<file path="src/rtl/uart_tx_arbiter.sv">
// rtl/uart_tx_arbiter.sv - round-robin arbiter feeding multi-byte words into one UART transmitter
module uart_tx_arbiter #(
    parameter int D_BIT = 8,
    parameter int N_REQ = 2,
    parameter int BYTES = 4
) (
    input  logic                         clk,
    input  logic                         reset,
    input  logic [N_REQ-1:0]             req,
    input  logic [N_REQ*BYTES*D_BIT-1:0] word_in,
    output logic [N_REQ-1:0]             ack,
    output logic                         busy,
    output logic [D_BIT-1:0]             tx_data,
    output logic                         tx_start,
    input  logic                         tx_done
);

    localparam int IW = (N_REQ > 1) ? $clog2(N_REQ) : 1;
    localparam int CW = (BYTES > 1) ? $clog2(BYTES) : 1;
    localparam int WW = BYTES * D_BIT;

    typedef enum logic [2:0] {
        S_IDLE,
        S_LOAD,
        S_SEND,
        S_CLEAR,
        S_ACK
    } state_t;

    state_t          state;
    state_t          state_next;
    logic [WW-1:0]   shift_reg;
    logic [CW-1:0]   byte_cnt;
    logic [IW-1:0]   last;
    logic [IW-1:0]   grant;
    logic            found;
    logic [IW-1:0]   pick;
    logic [IW-1:0]   cand;
    logic [WW-1:0]   sel_word;
    logic            last_byte;

    assign last_byte = (byte_cnt == CW'(BYTES - 1));

    // Search starts just past the previous winner so every requester gets a turn.
    always_comb begin
        found = 1'b0;
        pick  = '0;
        cand  = '0;
        for (int k = 1; k <= N_REQ; k++) begin
            cand = IW'((int'(last) + k) % N_REQ);
            if (!found && req[cand]) begin
                found = 1'b1;
                pick  = cand;
            end
        end
    end

    always_comb begin
        sel_word = '0;
        for (int i = 0; i < N_REQ; i++) begin
            if (pick == IW'(i)) begin
                sel_word = word_in[i*WW +: WW];
            end
        end
    end

    always_ff @(posedge clk) begin
        if (reset) begin
            state <= S_IDLE;
        end else begin
            state <= state_next;
        end
    end

    always_comb begin
        state_next = state;
        case (state)
            S_IDLE:  if (found) state_next = S_LOAD;
            S_LOAD:  state_next = S_SEND;
            S_SEND:  if (tx_done) state_next = S_CLEAR;
            S_CLEAR: if (!tx_done) state_next = last_byte ? S_ACK : S_LOAD;
            S_ACK:   state_next = S_IDLE;
            default: state_next = S_IDLE;
        endcase
    end

    always_ff @(posedge clk) begin
        if (reset) begin
            shift_reg <= '0;
            byte_cnt  <= '0;
            last      <= IW'(N_REQ - 1);
            grant     <= '0;
            tx_data   <= '0;
        end else begin
            case (state)
                S_IDLE: begin
                    if (found) begin
                        shift_reg <= sel_word;
                        last      <= pick;
                        grant     <= pick;
                    end
                end
                S_LOAD: tx_data <= shift_reg[D_BIT-1:0];
                S_CLEAR: begin
                    if (!tx_done && !last_byte) begin
                        shift_reg <= shift_reg >> D_BIT;
                        byte_cnt  <= byte_cnt + 1'b1;
                    end
                end
                S_ACK: byte_cnt <= '0;
                default: ;
            endcase
        end
    end

    // tx_data stays registered through SEND and CLEAR; the transmitter samples it live.
    always_comb begin
        ack      = '0;
        tx_start = (state == S_SEND);
        busy     = (state != S_IDLE);
        if (state == S_ACK) begin
            ack[grant] = 1'b1;
        end
    end

endmodule

</file>
<file path="config.mk">
export PLATFORM = sky130hd
export DESIGN_NAME = uart_tx_arbiter
export DESIGN_NICKNAME = d
export VERILOG_FILES = /design/src/rtl/uart_tx_arbiter.sv
export SDC_FILE = /design/constraint.sdc
export NUM_CORES = 1
export LEC_CHECK = 0
export ABC_AREA = 1
export BUFFER_PORTS_ARGS = -buffer_cell sky130_fd_sc_hd__buf_4
export CAP_MARGIN = 40
export CORE_ASPECT_RATIO = 1.25
export CORE_MARGIN = 1
export CORE_UTILIZATION = 31
export DETAILED_ROUTE_END_ITERATION = 8
export SKIP_CTS_REPAIR_TIMING = 1
export SYNTH_ARGS = -nofsm -noshare
export SYNTH_HDL_FRONTEND = slang
export SYNTH_SLANG_ARGS = --single-unit
</file>
<file path="constraint.sdc">
create_clock -name clk -period 3.8 [get_ports clk]
set_input_delay 1.14 -clock clk [delete_from_list [all_inputs] [get_ports clk]]
set_output_delay 1.14 -clock clk [all_outputs]
set_load 0.02 [all_outputs]
</file>
## After elaboration in Yosys (flattened, before gate mapping)

Index checks and enable logic that the tools add are counted.

- Add/subtract/negate cells: 3
- Multipliers: 0
- Divide/modulo/power cells: 0
- Magnitude comparators: 4
- Equality and inequality tests: 9
- Shift operators: 0
- Muxes and demuxes: 22
- Bitwise operators: 0
- Reduce and logical (&&, ||, !) cells: 14

Operators with widths:

| operator | number |
|---|---|
| 32-bit 2-to-1 mux | 3 |
| 32-bit one-hot mux with 2 select lines | 1 |
| 3-bit 2-to-1 mux | 4 |
| 3-bit one-hot mux with 4 select lines | 1 |
| 1-bit 2-to-1 mux | 9 |
| 3-bit by 2-bit equality test with 1-bit output, second input constant | 2 |
| 1-bit by 2-bit < comparator with 1-bit output, second input constant | 3 |
| 2-bit != test, second input constant | 3 |
| 3-bit AND reduction | 2 |
| 2-bit 2-to-1 mux | 2 |
| 2-bit one-hot mux with 2 select lines | 1 |
| 2-bit AND reduction | 2 |
| 2-bit nonzero test | 2 |
| 3-bit by 1-bit equality test with 1-bit output, second input constant | 1 |
| 3-bit equality test, second input constant | 1 |
| 1-bit logical AND | 3 |
| 1-bit zero test | 3 |
| 3-bit zero test | 1 |
| 3-bit nonzero test | 1 |
| 1-bit adder, second input constant | 2 |
| 2-bit by 1-bit adder with 2-bit output, second input constant | 1 |
| 2-bit equality test, second input constant | 1 |
| 2-bit by 1-bit != test with 1-bit output, second input constant | 1 |
| 1-bit demux with 1-bit select | 1 |
| 1-bit greater-or-equal comparator, second input constant | 1 |

- Bits in registers: 47
- Bits in latches: 0
- RAM bits: 0
- Memory bits (read-only): 0
- Input port bits: 69
- Output and inout bits: 12
- Logic and storage cells: 58
- Memories: 0

## Depth between registers and ports, before layout

- Depth after elaboration: 10
- Mapped depth: 9
- Mapped depth without buffers: 8

## Worst setup path before layout

OpenSTA, ideal clock, no wires.

- Kind: register to output
- From: reg state[2]
- To: out ack[0]
- Arrival: 0.998 ns
- Required time: 2.660 ns
- Path slack: 1.662 ns
- Cell stages (with the launch flop): 5
- Buffers on the path: 0
- Path through: dfxtp_1 > inv_1 > nor3_1 > inv_1 > nor2_1

- Longest elaborated chain between the ends: 2

RTL lines:

| what | line | text |
|---|---|---|
| from (decl) | 30 | `state_t state;` |
| from (signal assigned) | 71 | `state <= state_next;` |
| 3-bit equality test | 121 | `if (state == S_ACK) begin` |
| 2-bit 2-to-1 mux | 121 |  |
| to (decl) | 11 | `output logic [N_REQ-1:0] ack,` |

No other way between the ends.

## Final worst setup path

Ends and elaborated chain as after synthesis.

==> metrics.md <==
| Metric | Value |
|---|---|
| Worst R2R Setup Slack | `1.28 ns` |
| Final Cycle Share | `67.93%` |
| Type of the worst setup path | `reg2out` |
| Number of flip-flops in the largest register | `32` |
| Routed WL | `7444 um` |
| Met3 wire length | `344 um` |
| Buffers on Ports | `80` |
| Vias/cell | `4.428` |
| Crit path top cell by count | `inv_1` |
| Largest family of logic cells by synthesized area | `simple AND/OR/NAND/NOR gates` |
| Run status | `completed` |
| TNS Setup | `0 ns` |
| Ant diodes | `0` |
| CP Data Arrival Time | `1.44 ns` |
| Post-Syn Area | `0.002884 mm2` |
| Vias | `2905` |
| Seq/Total Area, Yosys | `32.62%` |
| Hold Violations, Final | `0` |
| Unique cell type count in the Yosys netlist | `21` |
| Critical R2R Launch | `state[0]` |
| Mux cell area share after synthesis | `0%` |
| Worst-case clock buffer depth | `2` |
| Metal-1 WL | `3391 um` |
| Worst path slowest cell | `dfxtp_1` |
| Ys Warns | `0` |
| Power Total | `0.002422 W` |
| Crit end category | `output port` |
| Max Used Layer | `met4` |
| Post-route ant nets | `0` |
| Worst r2r path cells | `7` |
| Max FO, Critical Path | `4` |
| Area fraction in compound gates after synthesis | `2.430%` |
| Cells after synthesis | `467` |
| DIE HEIGHT | `109.8 um` |
| Pins over their slew limit | `0` |
| Largest net degree at the start of global routing | `36` |
| Mapped Nets | `537` |
| First-pass GRT wire length | `12670 um` |
| Area delta synth->final | `30.11%` |
| Synth Area in Adders | `0.4338%` |
| Yosys top cell area share | `32.62%` |
| Total GRT Usage | `16.67%` |
| CORE AREA | `0.009076 mm2` |
| Max Cap Viol | `0` |
| Biggest area consumer among synthesized cells | `dfxtp_1` |
| Die width | `88.27 um` |
| H-tree levels | `2` |
| Top cells by area, synth | `dfxtp_1 (33%), nand2_1 (18%), nand3b_1 (15%)` |
| Ys async rst share | `0%` |
| Nets@finish | `602` |
| Tmin final | `2.581 ns` |
| IO Count | `81` |
| Initial Util | `31.78%` |
| Slew margin rel. | `57.40%` |
| Min Hold Slack | `0.4548 ns` |
| Placer's final routability congestion estimate | `0.7973` |
| Peak Freq | `387.4 MHz` |
| Reg2reg end | `shift_reg[7]` |
| First-pass iteration count of the detailed router | `4` |
| CP startpoint kind | `flop` |
| Power per cell area | `645.6 mW/mm2` |
| Top cells by count, synth | `nand2_1 (137), nor2_1 (86), nand3b_1 (58), dfxtp_1 (47), inv_1 (46)` |
| Avg Cell Area, Syn | `6.176 um2` |
| Vias in the first global route | `2860` |
| Root buffer cell | `clkbuf_16` |
| Layout cell share with drive strength beyond 1 | `18.76%` |
| Worst path max stage delay | `0.41 ns` |
| Area share of xor/xnor cells in the synthesized design | `0%` |
| Final Skew | `0.003945 ns` |
| Post-synth EDFFs | `0` |
| Crit path from | `state[2]` |
| Clk_lat worst skew | `0.29 ns` |
| Worst Tran Pin Value | `0.6374 ns` |
| Post-Synth Simple-Gate Area | `53.10%` |
| WL met2 | `3565 um` |
| DR WL/cell | `11.35 um` |
| CP required | `2.66 ns` |
| Post-synth top flop | `dfxtp_1` |
| Hold Crit Class | `reg2reg` |
| Detailed placer's ending HPWL | `5051 um` |
| Final setup violation count | `0` |
| CTS sink count | `47` |
| Hold Path Origin | `shift_reg[7]` |
| Final WS setup | `1.219 ns` |
| Initial antenna violation count | `0` |
| Number of synthesized register bits | `47` |
| Leakage power | `1.949 nW` |
| Num rows | `39` |
| Most common cell in the netlist | `nand2_1` |
| End of the critical path | `ack[0]` |
| Placement Setup Slack | `1.087 ns` |
| Drt drc | `0` |
| Total gr overflow | `0` |
| 1st-iter DRT viols | `123` |
| Maximum vdd drop | `0.0002349 V` |
| Area of the die | `0.009696 mm2` |
| Cts bufs inserted | `5` |
| CP cell instances | `inv_1 -> nor3_1 -> inv_1 -> nor2_1 -> buf_4` |
| Unrepaired setup endpoints after global routing | `false` |
| CTS tree | `yes` |
| Clk slew on worst S/H paths | `0.06 ns` |
==> power breakdown <==
group / switching (W) / internal (W) / leakage (nW) / total [W]
combinational: 0.000651 / 0.000439 / 1.47 / 0.00109
sequential: 0.000106 / 0.000703 / 0.389 / 0.000809
clock: 0.000193 / 0.000331 / 0.0875 / 0.000523
==> through the flow <==
stage	area, um2	instances	util (%)
floorplan	2884	467	-
global placement	3520	646	38.78
detailed placement	3575	648	39.39
CTS	3752	656	41.34
global route	3752	656	41.34
finish	3752	656	41.34
==> how the worst min path moves through the flow <==
stage,endpoint,slack (ns),cells past startpoint
floorplan,last,0.43,2
global placement,last,0.45,2
detailed placement,tx_data[7],0.44,2
CTS,tx_data[7],0.46,2
global route,byte_cnt[1],0.49,2
finish,tx_data[7],0.45,2
==> worst max-delay path: cells and delay by family (launching register included) <==
family | cells | cell delay [ns]
flip-flops | 1 | 0.41
buffers and inverters | 3 | 0.35
AND/OR/NAND/NOR | 2 | 0.40
==> cell usage in the layout, fill, tap and decap left out, types with 2 or more instances in the layout <==
cell       Yosys  routed
nand3_1       40      40
nand2_2        3       3
clkinv_1       2       2
nand3b_1      58      58
nand2_1      137     137
inv_1         46      46
dfxtp_1       47      47
nor2_1        86      86
clkbuf_16      0       5
o21ai_0       10      10
inv_2          2       2
buf_4          2      83
buf_16         0       2
a21oi_1        4       4
==> layer usage <==
layer  vias to the layer above  track usage (%)
met5                         -                0
met4                         0            6.912
met3                        11            2.102
met2                        81            30.33
met1                      1235            19.39
li1                       1578                -
==> cell type report <==
cell class | count | area [um2]
Inverter | 50 | 187.7
Clock inverter | 2 | 38.79
Timing Repair Buffer | 85 | 678.2
Sequential cell | 47 | 940.9
Multi-Input combinational cell | 343 | 1614
Fill cell | 1017 | 5324
Clock buffer | 6 | 138.9
Tap cell | 123 | 153.9
==> cells by family (layout without fill, tap and decap cells) <==
kind of cell | count (synthesis) | after routing
fa+ha+maj | 1 | 1
flops | 47 | 47
compound gates | 14 | 14
simple gates | 328 | 328
buf+inv | 77 | 143
(Power assumes the default switching activity.)
